$ cat config.mk
export PLATFORM = sky130hd
export DESIGN_NAME = pu_sci_table_ctrl
export DESIGN_NICKNAME = d
export VERILOG_FILES = /design/src/rtl/pu_sci_table_ctrl.sv
export SDC_FILE = /design/constraint.sdc
export NUM_CORES = 1
export LEC_CHECK = 0
export BUFFER_PORTS_ARGS = -buffer_cell sky130_fd_sc_hd__buf_2
export CAP_MARGIN = 25
export CORE_MARGIN = 1
export CORE_UTILIZATION = 25
export CTS_BUF_LIST = sky130_fd_sc_hd__clkbuf_2 sky130_fd_sc_hd__clkbuf_4 sky130_fd_sc_hd__clkbuf_8
export CTS_CLUSTER_SIZE = 40
export DETAILED_ROUTE_END_ITERATION = 10
export GPL_TIMING_DRIVEN = 0
export PLACE_DENSITY = 0.37
export SLEW_MARGIN = 40
export SYNTH_ARGS = -nofsm -noshare
export SYNTH_HDL_FRONTEND = slang
export SYNTH_SLANG_ARGS = --single-unit
$ cat constraint.sdc
create_clock -name clk -period 3.9 [get_ports clk]
set_input_delay 0.39 -clock clk [delete_from_list [all_inputs] [get_ports clk]]
set_output_delay 0.39 -clock clk [all_outputs]
set_load 0.02 [all_outputs]
$ cat src/rtl/pu_sci_table_ctrl.sv
// pu_sci_table_ctrl
//   Write controller for the RCI->SCI translation table. Buffers ASA table
//   updates in a small FIFO, arbitrates them round-robin against PIO writes,
//   and runs a clear sweep of the whole table after reset or on start_init.
//   At most one table write is issued per cycle.
//
// Ports
//   clk, rstn                 clock, synchronous active-low reset
//   asa_wr/asa_waddr/wdata    ASA update push into the FIFO
//   asa_full, asa_ovf         FIFO full (registered), sticky drop flag
//   ovf_clr                   clears asa_ovf (a simultaneous drop wins)
//   pio_wr_req/waddr/wdata    level PIO write request, held until acked
//   pio_wr_ack                one-cycle pulse with the PIO table write
//   start_init                pulse, (re)starts the clear sweep
//   init_busy, init_done      sweep in progress / pulse with last clear write
//   table_wr/waddr/wdata      registered table write port

`ifndef RCI_NBITS
`define RCI_NBITS 4
`endif
`ifndef SCI_NBITS
`define SCI_NBITS 8
`endif

module pu_sci_table_ctrl #(
  parameter int unsigned RCI_NBITS        = `RCI_NBITS,
  parameter int unsigned SCI_NBITS        = `SCI_NBITS,
  parameter int unsigned FIFO_DEPTH_NBITS = 2
) (
  input  logic                 clk,
  input  logic                 rstn,
  input  logic                 asa_wr,
  input  logic [RCI_NBITS-1:0] asa_waddr,
  input  logic [SCI_NBITS-1:0] asa_wdata,
  output logic                 asa_full,
  output logic                 asa_ovf,
  input  logic                 ovf_clr,
  input  logic                 pio_wr_req,
  input  logic [RCI_NBITS-1:0] pio_waddr,
  input  logic [SCI_NBITS-1:0] pio_wdata,
  output logic                 pio_wr_ack,
  input  logic                 start_init,
  output logic                 init_busy,
  output logic                 init_done,
  output logic                 table_wr,
  output logic [RCI_NBITS-1:0] table_waddr,
  output logic [SCI_NBITS-1:0] table_wdata
);

  localparam int unsigned DEPTH = 1 << FIFO_DEPTH_NBITS;
  localparam logic [FIFO_DEPTH_NBITS:0] DEPTH_C = {1'b1, {FIFO_DEPTH_NBITS{1'b0}}};

  typedef enum logic {INIT, RUN} state_t;

  state_t                      state;
  logic [RCI_NBITS-1:0]        init_addr;
  logic [RCI_NBITS-1:0]        fifo_addr [DEPTH];
  logic [SCI_NBITS-1:0]        fifo_data [DEPTH];
  logic [FIFO_DEPTH_NBITS-1:0] wptr;
  logic [FIFO_DEPTH_NBITS-1:0] rptr;
  logic [FIFO_DEPTH_NBITS:0]   count;
  logic [FIFO_DEPTH_NBITS:0]   count_nxt;
  logic                        last_pio;
  logic                        asa_req;
  logic                        pio_req;
  logic                        grant_asa;
  logic                        grant_pio;
  logic                        push;
  logic                        pop;
  logic                        drop;

  always_comb begin
    asa_req   = (count != '0);
    // A request still held during its ack cycle is the one just served.
    pio_req   = pio_wr_req && !pio_wr_ack;
    grant_asa = 1'b0;
    grant_pio = 1'b0;
    if (state == RUN && !start_init) begin
      if (asa_req && pio_req) begin
        grant_pio = !last_pio;
        grant_asa = last_pio;
      end else begin
        grant_asa = asa_req;
        grant_pio = pio_req;
      end
    end
    pop  = grant_asa;
    push = asa_wr && (!asa_full || pop);
    drop = asa_wr && asa_full && !pop;
    case ({push, pop})
      2'b10:   count_nxt = count + 1'b1;
      2'b01:   count_nxt = count - 1'b1;
      default: count_nxt = count;
    endcase
  end

  always_ff @(posedge clk) begin
    if (push) begin
      fifo_addr[wptr] <= asa_waddr;
      fifo_data[wptr] <= asa_wdata;
    end
  end

  always_ff @(posedge clk) begin
    if (!rstn) begin
      state       <= INIT;
      init_addr   <= '0;
      wptr        <= '0;
      rptr        <= '0;
      count       <= '0;
      asa_full    <= 1'b0;
      asa_ovf     <= 1'b0;
      last_pio    <= 1'b1;
      table_wr    <= 1'b0;
      table_waddr <= '0;
      table_wdata <= '0;
      pio_wr_ack  <= 1'b0;
      init_done   <= 1'b0;
      init_busy   <= 1'b1;
    end else begin
      table_wr   <= 1'b0;
      pio_wr_ack <= 1'b0;
      init_done  <= 1'b0;
      // Lags the state by one cycle so it stays high through init_done.
      init_busy  <= (state == INIT) || start_init;

      if (push) wptr <= wptr + 1'b1;
      if (pop)  rptr <= rptr + 1'b1;
      count    <= count_nxt;
      asa_full <= (count_nxt == DEPTH_C);

      if (drop)         asa_ovf <= 1'b1;
      else if (ovf_clr) asa_ovf <= 1'b0;

      if (start_init) begin
        state     <= INIT;
        init_addr <= '0;
      end else if (state == INIT) begin
        table_wr    <= 1'b1;
        table_waddr <= init_addr;
        table_wdata <= '0;
        init_addr   <= init_addr + 1'b1;
        if (init_addr == '1) begin
          init_done <= 1'b1;
          state     <= RUN;
        end
      end else if (grant_asa) begin
        table_wr    <= 1'b1;
        table_waddr <= fifo_addr[rptr];
        table_wdata <= fifo_data[rptr];
        last_pio    <= 1'b0;
      end else if (grant_pio) begin
        table_wr    <= 1'b1;
        table_waddr <= pio_waddr;
        table_wdata <= pio_wdata;
        pio_wr_ack  <= 1'b1;
        last_pio    <= 1'b1;
      end
    end
  end

endmodule
Word-level counts from Yosys, hierarchy flattened

Memory sizes are Yosys's and may differ from the RTL's. A register that Yosys moved wholly into a read port is not among the register bits.
Index checks and enable logic that the tools add are counted.
W data, S select, Z words.

Add/sub/neg operators: 5
Multiply operators: 0
Divide/modulo/power cells: 0
Order comparisons: 0
Equality and inequality tests: 5
Shift operators: 0
Muxes and demuxes: 26
Bitwise operators: 3
Reduce and logical (&&, ||, !) cells: 21

Operators with widths:

| operator              | number |
|---|---|
| $mux W8               | 3 |
| $mux W1               | 15 |
| $mux W4               | 3 |
| $mux W2               | 4 |
| $logic_and A1 B1 Y1   | 6 |
| $pmux W3 S2           | 1 |
| $logic_not A1 Y1      | 5 |
| $add A2 B1 Y2 const B | 2 |
| $add A4 B1 Y4 const B | 1 |
| $eq A4 B4 Y1 const B  | 1 |
| $reduce_bool A2 Y1    | 2 |
| $reduce_or A4 Y1      | 1 |
| $add A3 B1 Y3 const B | 1 |
| $eq A3 B3 Y1 const B  | 1 |
| $ne A3 B1 Y1 const B  | 1 |
| $not A1 Y1            | 3 |
| $reduce_and A3 Y1     | 1 |
| $reduce_bool A3 Y1    | 1 |
| $reduce_or A3 Y1      | 1 |
| $sub A3 B1 Y3 const B | 1 |
| $eq A2 B1 Y1 const B  | 1 |
| $eq A2 B2 Y1 const B  | 1 |
| $logic_or A1 B1 Y1    | 2 |
| $reduce_and A2 Y1     | 1 |
| $reduce_or A2 Y1      | 1 |

Register bits: 31
Latch bits: 0
Bits in writable memories: 48
ROM bits: 0
Input port bits: 30
Output and inout port bits: 18
Word-level logic and storage cells: 76
Memories kept: 2

Memories:

| name      | words | width | rd ports | clocked after Yosys merged registers in | wr ports | RTL line | source |
|---|---|---|---|---|---|---|---|
| fifo_data | 4     | 8     | 1        | 1                                       | 1        | 58       | `logic [SCI_NBITS-1:0] fifo_data [DEPTH];` |
| fifo_addr | 4     | 4     | 1        | 1                                       | 1        | 57       | `logic [RCI_NBITS-1:0] fifo_addr [DEPTH];` |

Logic depth before layout (Yosys ltp)

Depth after elaboration: 10
Gate-level depth with buffers: 11
Gate-level depth less buffers: 11

Least setup slack after synthesis

No wires, ideal clock.

Path kind: register to register
Start: register pio_wr_ack
End: register asa_full
Library setup time: 0.060 ns
Arrival time: 2.203 ns
Path slack: 1.637 ns
Stages on the path, launching flop included: 12
Path buffers: 0
Period minus slack after synthesis: 2.263 ns
Cells stage by stage: dfxtp_1 -> or3b_1 -> nand3_2 -> a21boi_1 -> inv_1 -> ha_1 -> inv_1 -> fa_1 -> xor2_1 -> nor2_1 -> xor2_1 -> and3_1

Cells in the longest elaborated chain, start to end: 10
Elaborated cells on any way between the ends: 11
Classes of those cells: eq/ne: 3; mux: 3; reduce/logical: 5

RTL lines:

| item                                                | RTL line | source |
|---|---|---|
| start, declared                                     | 41       | `output logic pio_wr_ack,` |
| start signal, assigned                              | 117      | `pio_wr_ack <= 1'b0;` |
| start signal, assigned                              | 122      | `pio_wr_ack <= 1'b0;` |
| start signal, assigned                              | 156      | `pio_wr_ack <= 1'b1;` |
| $logic_not A1 Y1 (*)                                | 75       | `pio_req = pio_wr_req && !pio_wr_ack;` |
| $logic_and A1 B1 Y1 (*)                             | 75       |  |
| $logic_and A1 B1 Y1 (*)                             | 79       | `if (asa_req && pio_req) begin` |
| $mux W1 (*)                                         | 79       |  |
| $mux W1 (*)                                         | 78       | `if (state == RUN && !start_init) begin` |
| $logic_or A1 B1 Y1                                  | 88       | `push = asa_wr && (!asa_full \|\| pop);` |
| $logic_and A1 B1 Y1                                 | 88       |  |
| $eq A2 B1 Y1 / $eq A2 B2 Y1 (equally long branches) | 90       | `case ({push, pop})` |
| $pmux W3 S2 (*)                                     | 90       |  |
| $eq A3 B3 Y1 (*)                                    | 130      | `asa_full <= (count_nxt == DEPTH_C);` |
| end signal, assigned                                | 130      |  |
| end, declared                                       | 35       | `output logic asa_full,` |

Mark *: on every way between the ends. The rest lies on a longest branch, timed or not.
A chain may end at the register's enable or synchronous reset.

Worst setup path in the final report

Start: register count[0]
End: register asa_full

Cells in the longest elaborated chain, start to end: 9
Elaborated cells on any way between the ends: 12
Classes of those cells: add/sub: 2; eq/ne: 3; mux: 3; reduce/logical: 4

RTL lines:

| item                                                | RTL line | source |
|---|---|---|
| start, declared                                     | 61       | `logic [FIFO_DEPTH_NBITS:0] count;` |
| start signal, assigned                              | 129      | `count <= count_nxt;` |
| $reduce_bool A3 Y1                                  | 73       | `asa_req = (count != '0);` |
| $logic_and A1 B1 Y1                                 | 79       |  |
| $mux W1                                             | 79       |  |
| $mux W1                                             | 78       |  |
| $logic_or A1 B1 Y1                                  | 88       |  |
| $logic_and A1 B1 Y1                                 | 88       |  |
| $eq A2 B1 Y1 / $eq A2 B2 Y1 (equally long branches) | 90       |  |
| $pmux W3 S2 (*)                                     | 90       |  |
| $eq A3 B3 Y1 (*)                                    | 130      |  |

Marked as above.

==> summary.txt <==
Layout
  • Nets: ~300
  • Area Overhead vs Synth: 20.2%
  • ANT cells: 0
  • Final core occ: 0.314
  • Share of cells above drive strength 1: 0.295

Synth
  • Post-Syn Area per Cell: ~15 um2
  • Synth Flop Type: edfxtp_1
  • Synth Register Bits: 81
  • Mapped Cells: between 200 and 250
  • Syn_nets: roughly 250
  • Count leader, synth: edfxtp_1
  • EDFF count, synth: 48
  • Synth cell types: 38
  • Share of the synthesized area in the top cell type: 0.450
  • Post-synth top cells: 48 x edfxtp_1, 33 x dfxtp_1, 12 x mux4_2, 12 x nor2_1, 10 x nand2_1
  • Cell taking the most area after synthesis: edfxtp_1
  • Mapped Area: about 3200 um2
  • Async set or reset register ratio after synthesis: 0
  • Area contributors post-synth: edfxtp_1 45%, dfxtp_1 21%, mux4_2 8.4%
  • Sequential area share after synthesis: 0.657
  • Ys Warns: 0

STA
  • Final Skew: roughly 0.016 ns
  • Tightest Pin Transition: approximately 0.78 ns
  • Setup TNS: 0 ns
  • Min cycle time layout: 2.53 ns
  • Worst hold slack: about 0.23 ns
  • Final period util: 0.650
  • Fin. max-slew vios: 0
  • Final hold vios: 0
  • RSZ-0062 raised after global routing: no
  • Max Freq: approximately 0.4 GHz
  • Max-slew headroom: 0.481
  • Setup slack after layout: about 1.4 ns
  • Final setup viols: 0

Global route
  • Vias in the first global route: ~1,800
  • Largest net degree at the start of global routing: 16
  • Initial antenna violation count: 0
  • Grt total ovfl: 0
  • GRT Resource Usage Total: 0.116
  • First-pass GRT wire length: 10,600 um

Placed design
  • GP Congestion: 0.664
  • Port bufs: 47
  • Dpl ws: between 1 and 1.5 ns
  • DP HPWL: about 4600 um

Detailed routing
  • Detailed Route Iter0 Violations: 49
  • Antenna-violating nets left: 0
  • DRC: 0
  • Via/cell ratio: 4.21
  • DR vias: 1,867
  • Total wire length: roughly 6800 um
  • 1st-pass router iterations: 4
  • DR WL/cell: 15.5 um

Die
  • Rows: 40
  • Die X: 115 um
  • Initial Utilization: 0.261
  • Core footprint: ~12,000 um2
  • Die Ht: approximately 120 um
  • IO Pins: 48
  • Die area: between 10,000 and 15,000 um2

Worst setup path
  • CP bufs+invs: 2
  • Worst-path maximum fanout: 7
  • CP max stage delay: 0.53 ns
  • WS Path Type: reg -> reg
  • CP endpoint kind: register
  • Cell chain of the critical path: or3_4 -> nand3_2 -> a21boi_1 -> inv_1 -> ha_1 -> inv_1 -> fa_1 -> nand2b_1 -> mux2i_1 -> and3_1
  • CP Launch Type: register
  • Most used cell, CP: inv_1
  • Worst EP arrival: around 2.8 ns
  • Req. time, crit path: 4.17 ns
  • Slowest cell on crit path: a21boi_1
  • Cell family with most CP delay: adder cells

Job
  • Max-Cap Viols: 0

CTS
  • H-tree lvl count: 3
  • Clk Latency, worst-skew pair: 0.37 ns
  • Longest Clk Path Bufs: 2
  • CTS tree: built
  • Total CTS buffers: 9
  • Cts repair resizes: 0
  • Post-CTS setup buffer count: 0
  • Clock tree sinks: roughly 80
  • CTS Hold Bufs: 0
  • Clock slew at reported path FFs: about 0.090 ns
  • Root Buffer: clkbuf_8

Power and ir drop
  • Worst vdd ir: about 0.2 mV
  • PD cells: between 400 and 500 nW/um2
  • Lkg Pwr: roughly 1.4 nW

Outcome
  • Status: finished clean

Min path
  • Worst hold path type: in -> reg
[worst reg2reg max path, stage by stage (launching register included)]
cell and delay (ns):
dfxtp_1 0.43, or3_4 0.19, nand3_2 0.13, a21boi_1 0.53, inv_1 0.10, ha_1 0.24
inv_1 0.08, fa_1 0.40, nand2b_1 0.09, mux2i_1 0.07, and3_1 0.18
[stage by stage]
stage / area [um2] / total power [W] / std cells
2_1_floorplan: 3200 / 0.00102 / 212
3_3_place_gp: 3650 / 0.00107 / 427
3_5_place_dp: 3650 / 0.00107 / 427
4_1_cts: 3850 / 0.00170 / 443
5_1_grt: 3850 / 0.00175 / 443
6_report: 3850 / 0.00167 / 443
[where the power goes]
| part | switching [W] | internal (W) |
|---|---|---|
| clock | 0.000318 | 0.000306 |
| sequential | 0.0000111 | 0.000937 |
| combinational | 0.0000584 | 0.0000398 |
| total | 0.000388 | 0.00128 |
[sequential cells by signal, summed over array words and instances, names as in the netlist, named ones only]
name and count:
asa_ovf 1, table_wdata 8, rptr 2, last_pio 1, count 3, init_busy 1
state 1, wptr 2, init_addr 4, fifo_data 32, table_waddr 4, init_done 1
asa_full 1, fifo_addr 16, pio_wr_ack 1, table_wr 1
[area by class of cell]
| cell class | instances | area (um2) |
|---|---|---|
| plain buffers | 8 | 38.8 |
| clock buffers | 10 | 131 |
| clock inverters | 6 | 70.1 |
| fillers | 1241 | 8410 |
| inverters | 10 | 37.5 |
| multi-input cells | 113 | 1020 |
| flip-flops and latches | 81 | 2100 |
| well taps | 168 | 210 |
| repair buffers | 47 | 235 |
[cell families (layout without fill, tap and decap cells)]
group | after synthesis | count (layout) | share of synthesized area
flops | 81 | 81 | 0.657
simple gates | 57 | 57 | 0.0985
compound gates | 21 | 21 | 0.0598
mux | 21 | 21 | 0.113
buf+inv | 18 | 81 | 0.0238
fa+ha+maj | 7 | 7 | 0.0297
xor+xnor | 7 | 7 | 0.0191
[layer usage]
layer  wire length, um  global-route usage  up-vias
met4               130              0.0571        0
met2              3130               0.170       38
met1              3300               0.149      900
met3               288              0.0448        9
li1                  -                   -      920
met5                 0                   0        -
[worst paths after layout]
| kind | startpoint | slack (ns) | cells past startpoint | end |
|---|---|---|---|---|
| setup / recovery | count[0] | 1.37 | 10 | asa_full |
| setup reg to reg | count[0] | 1.37 | 10 | asa_full |
| hold reg to reg | table_wdata[0] | 0.49 | 1 | table_wdata[0] |
| hold / removal | asa_waddr[3] | 0.23 | 1 | fifo_addr[2][3] |
[layout by cell type (no fill, tap or decap), drive strengths merged]
master	n
and3	9
a31oi	2
a221o	7
buf	51
clkinv	5
a21boi	1
dfxtp	33
or3b	1
nand2b	4
a32oi	1
mux4	12
and2	6
bufinv	1
o311ai	1
o22ai	1
or3	2
nand3	5
xor2	5
nor2b	3
inv	10
nor3	1
edfxtp	48
a2111oi	1
xnor2	2
clkbuf	14
nand2	10
nand4b	3
nor2	12
o21ai	2
fa	1
a21oi	1
nand3b	1
o221ai	4
ha	6
mux2i	9
Power figures use the tool's default switching activity.
